<file path="config.mk">
export PLATFORM = sky130hd
export DESIGN_NAME = uart_rx_frame
export DESIGN_NICKNAME = d
export VERILOG_FILES = /design/src/rtl/uart_pkg.sv /design/src/rtl/uart_rx_sync_vote.sv /design/src/rtl/uart_rx_frame.sv
export SDC_FILE = /design/constraint.sdc
export NUM_CORES = 1
export LEC_CHECK = 0
export ABC_AREA = 1
export CAP_MARGIN = 20
export CORE_UTILIZATION = 40
export CTS_CLUSTER_DIAMETER = 120
export DETAILED_ROUTE_END_ITERATION = 6
export DONT_BUFFER_PORTS = 1
export SLEW_MARGIN = 20
export SYNTH_ARGS = -nofsm -noshare
export SYNTH_HDL_FRONTEND = slang
export SYNTH_SLANG_ARGS = --single-unit
</file>
<file path="constraint.sdc">
create_clock -name clk -period 1.7 [get_ports clk]
set_clock_uncertainty 0.2 [all_clocks]
set_input_delay 0.51 -clock clk [delete_from_list [all_inputs] [get_ports clk]]
set_output_delay 0.51 -clock clk [all_outputs]
set_load 0.1 [all_outputs]
</file>
<file path="src/rtl/uart_pkg.sv">
// Shared definitions for the parametrised UART receiver: state encodings,
// parity-mode constants and the 3-sample majority helper.
package uart_pkg;

  localparam logic [2:0] ST_IDLE   = 3'd0;
  localparam logic [2:0] ST_START  = 3'd1;
  localparam logic [2:0] ST_DATA   = 3'd2;
  localparam logic [2:0] ST_PARITY = 3'd3;
  localparam logic [2:0] ST_STOP   = 3'd4;
  localparam logic [2:0] ST_BREAK  = 3'd5;

  typedef enum logic [2:0] {
    IDLE   = ST_IDLE,
    START  = ST_START,
    DATA   = ST_DATA,
    PARITY = ST_PARITY,
    STOP   = ST_STOP,
    BREAK  = ST_BREAK
  } state_t;

  localparam logic PAR_MODE_EVEN = 1'b0;
  localparam logic PAR_MODE_ODD  = 1'b1;

  function automatic logic uart_maj3(input logic a, input logic b, input logic c);
    return (a & b) | (a & c) | (b & c);
  endfunction

endpackage

</file>
<file path="src/rtl/uart_rx_sync_vote.sv">
// Two-flop synchroniser on the RX pin plus the mid-bit sample history and
// the majority vote used by the frame FSM.
module uart_rx_sync_vote
  import uart_pkg::*;
(
  input  logic clk,
  input  logic rstn,
  input  logic rx,
  input  logic sample_en,
  output logic rx_s,
  output logic vote
);

  logic       rx_m;
  logic [1:0] smp;

  always_ff @(posedge clk or negedge rstn) begin
    if (!rstn) begin
      rx_m <= 1'b1;
      rx_s <= 1'b1;
      smp  <= 2'b11;
    end else begin
      rx_m <= rx;
      rx_s <= rx_m;
      if (sample_en) smp <= {smp[0], rx_s};
    end
  end

  // Third sample is the live rx_s, so the vote is final on the last sample cycle.
  assign vote = uart_maj3(smp[1], smp[0], rx_s);

endmodule

</file>
<file path="src/rtl/uart_rx_frame.sv">
// Parametrised UART receiver: majority-voted bit sampling, false-start
// rejection, parity/framing flags, break handling and a valid/ready output.
module uart_rx_frame
  import uart_pkg::*;
#(
  parameter int unsigned CLOCKS_PER_PULSE = 16,
  parameter int unsigned DATA_WIDTH       = 8,
  parameter int unsigned PARITY_EN        = 0,
  parameter int unsigned PARITY_ODD       = 0,
  parameter int unsigned STOP_BITS        = 1
) (
  input  logic                  clk,
  input  logic                  rstn,
  input  logic                  rx,
  output logic [DATA_WIDTH-1:0] data_out,
  output logic                  valid,
  input  logic                  ready,
  output logic                  parity_err,
  output logic                  frame_err,
  output logic                  overrun,
  output logic                  busy
);

  localparam int unsigned CW  = $clog2(CLOCKS_PER_PULSE);
  localparam int unsigned BW  = $clog2(DATA_WIDTH + 1);
  localparam int unsigned MID = CLOCKS_PER_PULSE / 2;

  localparam logic [CW-1:0] CNT_LAST = CW'(CLOCKS_PER_PULSE - 1);
  localparam logic [CW-1:0] CNT_S0   = CW'(MID - 1);
  localparam logic [CW-1:0] CNT_DEC  = CW'(MID + 1);
  localparam logic [BW-1:0] BIT_LAST = BW'(DATA_WIDTH - 1);
  localparam logic          STOP_LAST = 1'(STOP_BITS - 1);
  localparam logic          PAR_MODE  = (PARITY_ODD != 0) ? PAR_MODE_ODD : PAR_MODE_EVEN;

  state_t                state, state_n;
  logic [CW-1:0]         cnt, cnt_n;
  logic [BW-1:0]         bit_cnt, bit_n;
  logic                  stop_cnt, stop_n;
  logic [DATA_WIDTH-1:0] shreg, sh_n;
  logic                  perr_q, perr_n;
  logic                  ferr_q, ferr_n;
  logic                  done, frame_ferr;
  logic                  decide, bit_end, sample_en;
  logic                  rx_s, vote;

  uart_rx_sync_vote u_sync_vote (
    .clk       (clk),
    .rstn      (rstn),
    .rx        (rx),
    .sample_en (sample_en),
    .rx_s      (rx_s),
    .vote      (vote)
  );

  assign decide    = (cnt == CNT_DEC);
  assign bit_end   = (cnt == CNT_LAST);
  assign sample_en = (state == START || state == DATA || state == PARITY || state == STOP)
                     && (cnt >= CNT_S0) && (cnt <= CNT_DEC);

  always_ff @(posedge clk or negedge rstn) begin
    if (!rstn) begin
      state    <= IDLE;
      cnt      <= '0;
      bit_cnt  <= '0;
      stop_cnt <= 1'b0;
      shreg    <= '0;
      perr_q   <= 1'b0;
      ferr_q   <= 1'b0;
    end else begin
      state    <= state_n;
      cnt      <= cnt_n;
      bit_cnt  <= bit_n;
      stop_cnt <= stop_n;
      shreg    <= sh_n;
      perr_q   <= perr_n;
      ferr_q   <= ferr_n;
    end
  end

  always_comb begin
    state_n    = state;
    cnt_n      = cnt;
    bit_n      = bit_cnt;
    stop_n     = stop_cnt;
    sh_n       = shreg;
    perr_n     = perr_q;
    ferr_n     = ferr_q;
    done       = 1'b0;
    frame_ferr = ferr_q;

    if (state != IDLE && state != BREAK) cnt_n = bit_end ? '0 : cnt + CW'(1);

    case (state)
      IDLE: begin
        cnt_n  = '0;
        bit_n  = '0;
        stop_n = 1'b0;
        perr_n = 1'b0;
        ferr_n = 1'b0;
        if (!rx_s) state_n = START;
      end
      START: begin
        if (decide && vote) begin
          state_n = IDLE;
          cnt_n   = '0;
        end else if (bit_end) begin
          state_n = DATA;
        end
      end
      DATA: begin
        // Shifting in from the MSB leaves bit 0 in the LSB after DATA_WIDTH bits.
        if (decide) sh_n = {vote, shreg[DATA_WIDTH-1:1]};
        if (bit_end) begin
          bit_n = bit_cnt + BW'(1);
          if (bit_cnt == BIT_LAST) state_n = (PARITY_EN != 0) ? PARITY : STOP;
        end
      end
      PARITY: begin
        if (decide) perr_n = ((^shreg) ^ vote) != PAR_MODE;
        if (bit_end) state_n = STOP;
      end
      STOP: begin
        if (decide) begin
          if (!vote) ferr_n = 1'b1;
          // The last stop bit ends mid-bit so a back-to-back start edge is not missed.
          if (stop_cnt == STOP_LAST) begin
            done       = 1'b1;
            frame_ferr = ferr_q | ~vote;
            state_n    = (frame_ferr && shreg == '0) ? BREAK : IDLE;
            cnt_n      = '0;
          end
        end else if (bit_end) begin
          stop_n = 1'b1;
        end
      end
      BREAK: begin
        if (rx_s) state_n = IDLE;
      end
      default: state_n = IDLE;
    endcase
  end

  // Output holding register with overrun detection.
  always_ff @(posedge clk or negedge rstn) begin
    if (!rstn) begin
      data_out   <= '0;
      valid      <= 1'b0;
      parity_err <= 1'b0;
      frame_err  <= 1'b0;
      overrun    <= 1'b0;
      busy       <= 1'b0;
    end else begin
      overrun <= 1'b0;
      busy    <= (state_n != IDLE);
      if (done) begin
        if (!valid || ready) begin
          data_out   <= shreg;
          parity_err <= (PARITY_EN != 0) && perr_q;
          frame_err  <= frame_ferr;
          valid      <= 1'b1;
        end else begin
          overrun <= 1'b1;
        end
      end else if (valid && ready) begin
        valid <= 1'b0;
      end
    end
  end

endmodule
</file>
==> key figures <==
Setup path
  • Critical Path Source Type: flip-flop
  • Crit path largest cell delay: 0.43 ns
  • CP Depth: 10
  • CP Data Required Time: 1.68 ns
  • Crit-path cells: inv_2, ha_4, nand3_4, nor2_4, inv_2, nand2_2, o21ai_1, a21oi_1, buf_4, nor2_2
  • Critical Setup Path Class: reg -> reg
  • R2R Path End: cnt[2]$_DFF_PN0_
  • FF-to-FF Start: cnt[1]$_DFF_PN0_
  • Crit Path Max Fanout: 4
  • Crit end category: flip-flop
  • Worst R2R Setup Slack: 0.03 ns
  • CP endpoint: cnt[2]$_DFF_PN0_
  • Worst Setup SP: cnt[1]$_DFF_PN0_
  • Max stage delay cell, worst path: dfrtp_1
  • Most used cell along the critical path: inv_2
  • Critical path arrival: 1.65 ns
  • Delay-heaviest family, CP: flip-flops
  • FF-to-FF path depth: 10
  • Crit path buffers/inverters: 3

Global route
  • Grt total ovfl: 0
  • Vias in the first global route: 1,328
  • Global Route met2 Usage: 26.7%
  • GR Layer Usage met1: 25.9%
  • Met3 Usage GRT: 4.44%
  • Gr busiest metal: met2
  • Largest net degree at the start of global routing: 38
  • Initial antenna violation count: 0
  • Global-route wire length before repair: 6270 µm
  • GRT Util Overall: 18.0%

Synthesis
  • Ys Warns: 0
  • Synthesized flop and latch total: 37
  • Mapped Nets: 218
  • Synth Area per Inst: 8.46 µm²
  • Post-Syn Area: 1780 µm²
  • Syn Inst Count: 210
  • Sequential area share after synthesis: 52.4%
  • Unique masters post-synth: 26

STA
  • Minimum clock period: 1.67 ns
  • Hold Fails Final Rpt: 0
  • Final TNS setup: 0 ns
  • FMAX: 0.599 GHz
  • Final Cycle Share: 98.2%
  • RSZ-0062 raised after global routing: true
  • Max Slew Vio Count: 0
  • Final setup fails: 0

Power and ir drop
  • Max VDD drop: 0.666 mV
  • Sequential power share: 38.8%
  • Combinational Power Share: 34.1%
  • Switching share of total power: 35.9%
  • P per Cell Area: 1270 nW/µm²
  • Total chip power: 2.97 mW
  • Static Leak: 1.12 nW
  • Clk pwr share: 27.1%
  • Switching pwr: 1.07 mW
  • Pint: 1.90 mW

Route
  • Via count: 1,468
  • Initial DRC Count: 120
  • Vias per cell: 4.89
  • TritonRoute pass-1 iters: 4
  • Avg WL per Cell: 13.0 µm
  • DRC viols: 0
  • Final WL: 3910 µm
  • Routed Antenna Nets: 0

Placed design
  • GPL Wtd Cong: 0.846
  • PortBufs: 0
  • Dpl hpwl: 2470 µm
  • Cell Area, Placed: 2040 µm²

Die
  • Die Ht: 68.6 µm
  • Chip width: 68.6 µm
  • Ports: 17
  • Initial core utilization: 42.9%
  • Core Rows: 23
  • Die area: 4710 µm²
  • CORE AREA: 4140 µm²

Cells and area
  • Area grow syn2layout: 32.0%
  • Most common cell after layout, fill and taps aside: nand2_1
  • Fill count: 364
  • NumNets Final: 257
  • Final cell area excluding filler cells: 2340 µm²
  • Share of post-route cells with drive strength above 1: 30.8%
  • Antenna Cells: 0
  • Most frequent cells in the layout: 47 x nand2_1, 29 x dfrtp_1, 29 x buf_4

CTS
  • Root buf cell: clkbuf_8
  • Clk_lat worst skew: 0.29 ns
  • Clock sink count: 37
  • Clock buffer depth: 2
  • Clock slew seen by the registers of the worst setup and hold paths: 0.08 ns
  • Cts bufs inserted: 5
  • TritonCTS clock tree: built
  • H-tree depth: 2

Min path
  • Hold WC Path Type: in -> reg

Flow run
  • Max-cap viol count: 0

Status
  • Status: completed
per-layer routing:
metal  wire [µm]  up-vias
met3         188        8
met2        1790       39
met5           0        -
li1            -      746
met4          51        0
met1        1880      675
kinds of logic after synthesis:
kind of cell | after synthesis | synth area share [%]
fa+ha+maj | 4 | 2.82
mux | 1 | 0.634
xor+xnor | 1 | 0.493
flops | 37 | 52.4
compound gates | 35 | 10.1
simple gates | 98 | 25.2
buf+inv | 33 | 8.10
other cells | 1 | 0.211
power groups by stage:
stage	Combinational, mW	Clock, mW	Sequential [mW]
CTS	0.867	0.827	1.12
finish	1.01	0.805	1.15
global route	1.13	0.862	1.17
detailed placement	0.787	0	1.14
global placement	0.782	0	1.13
floorplan	0.506	0	1.15
flip-flops by register name, indices dropped and copies added (netlist names):
register and flops:
cnt 4, overrun 1, u_sync_vote.rx_m 1, frame_err 1
bit_cnt 4, shreg 8, ferr_q 1, u_sync_vote.rx_s 1
stop_cnt 1, data_out 8, state 3, busy 1
valid 1, u_sync_vote.smp 2
what timing repair did:
action / 4_1_cts / 5_1_grt
pin swaps: 4 / 9
endpoints found under the setup margin: 11 / 23
endpoints found under the hold margin: 37 / 0
hold buffers: 2 / 0
resized for setup: 13 / 22
gates cloned: 1 / 0
buffers inserted: 3 / 4
worst min path at each step:
stage / start / to / slack (ns) / cells after the start
floorplan: rstn / bit_cnt[0]$_DFFE_PN0P_ / 0.01 / 0
global placement: rstn / cnt[1]$_DFF_PN0_ / 0.02 / 0
detailed placement: rstn / cnt[2]$_DFF_PN0_ / 0.02 / 0
CTS: rx / u_sync_vote.rx_m$_DFF_PN1_ / 0.02 / 0
global route: rx / u_sync_vote.rx_m$_DFF_PN1_ / 0.009 / 0
finish: rx / u_sync_vote.rx_m$_DFF_PN1_ / 0.02 / 0
cell usage after synthesis:
cell	instances	area (µm²)
a21oi_1	7	35.0
dfstp_2	4	105
o211ai_1	1	7.51
buf_2	1	5.00
nand3_1	13	65.1
mux2_1	1	11.3
o21ai_1	7	35.0
xor2_1	1	8.76
nor2_2	1	6.26
a22oi_1	1	7.51
buf_6	2	22.5
nand3_2	1	10.0
nand3_4	1	17.5
nand2_1	50	188
conb_1	1	3.75
o21ai_0	19	95.1
dfrtp_1	33	826
nand2_2	3	18.8
nand4_1	2	12.5
nor2_4	3	33.8
nor2_1	19	71.3
ha_1	4	50.1
inv_1	28	105
nor3_1	5	25.0
buf_4	1	7.51
inv_2	1	3.75
final cells by class:
| type | instances | area [µm²] | share of cell area (%) |
|---|---|---|---|
| clock buffer | 6 | 82.6 | 3.52 |
| tap | 50 | 62.6 | 2.67 |
| sequential | 37 | 936 | 39.9 |
| timing repair buffer | 35 | 319 | 13.6 |
| clock inverter | 2 | 37.5 | 1.60 |
| inverter | 29 | 114 | 4.86 |
| multi-input combinational | 141 | 793 | 33.8 |
through the flow:
step           util [%]  setup WS (ns)  std cells  hold WS, ns
2_1_floorplan         -         0.0404        210       0.0144
6_report           56.6         0.0303        300       0.0219
3_3_place_gp       49.2        -0.0354        282       0.0156
4_1_cts            54.3        -0.0116        296       0.0151
3_5_place_dp       49.2        -0.0253        282       0.0159
5_1_grt            56.6        -0.0876        300      0.00870
worst reg2reg max path, cell delays in order, from the launching register on:
cell	delay, ns
dfrtp_1	0.43
inv_2	0.09
ha_4	0.13
nand3_4	0.10
nor2_4	0.12
inv_2	0.05
nand2_2	0.05
o21ai_1	0.06
a21oi_1	0.13
buf_4	0.16
nor2_2	0.04
(Power assumes the default switching activity.)
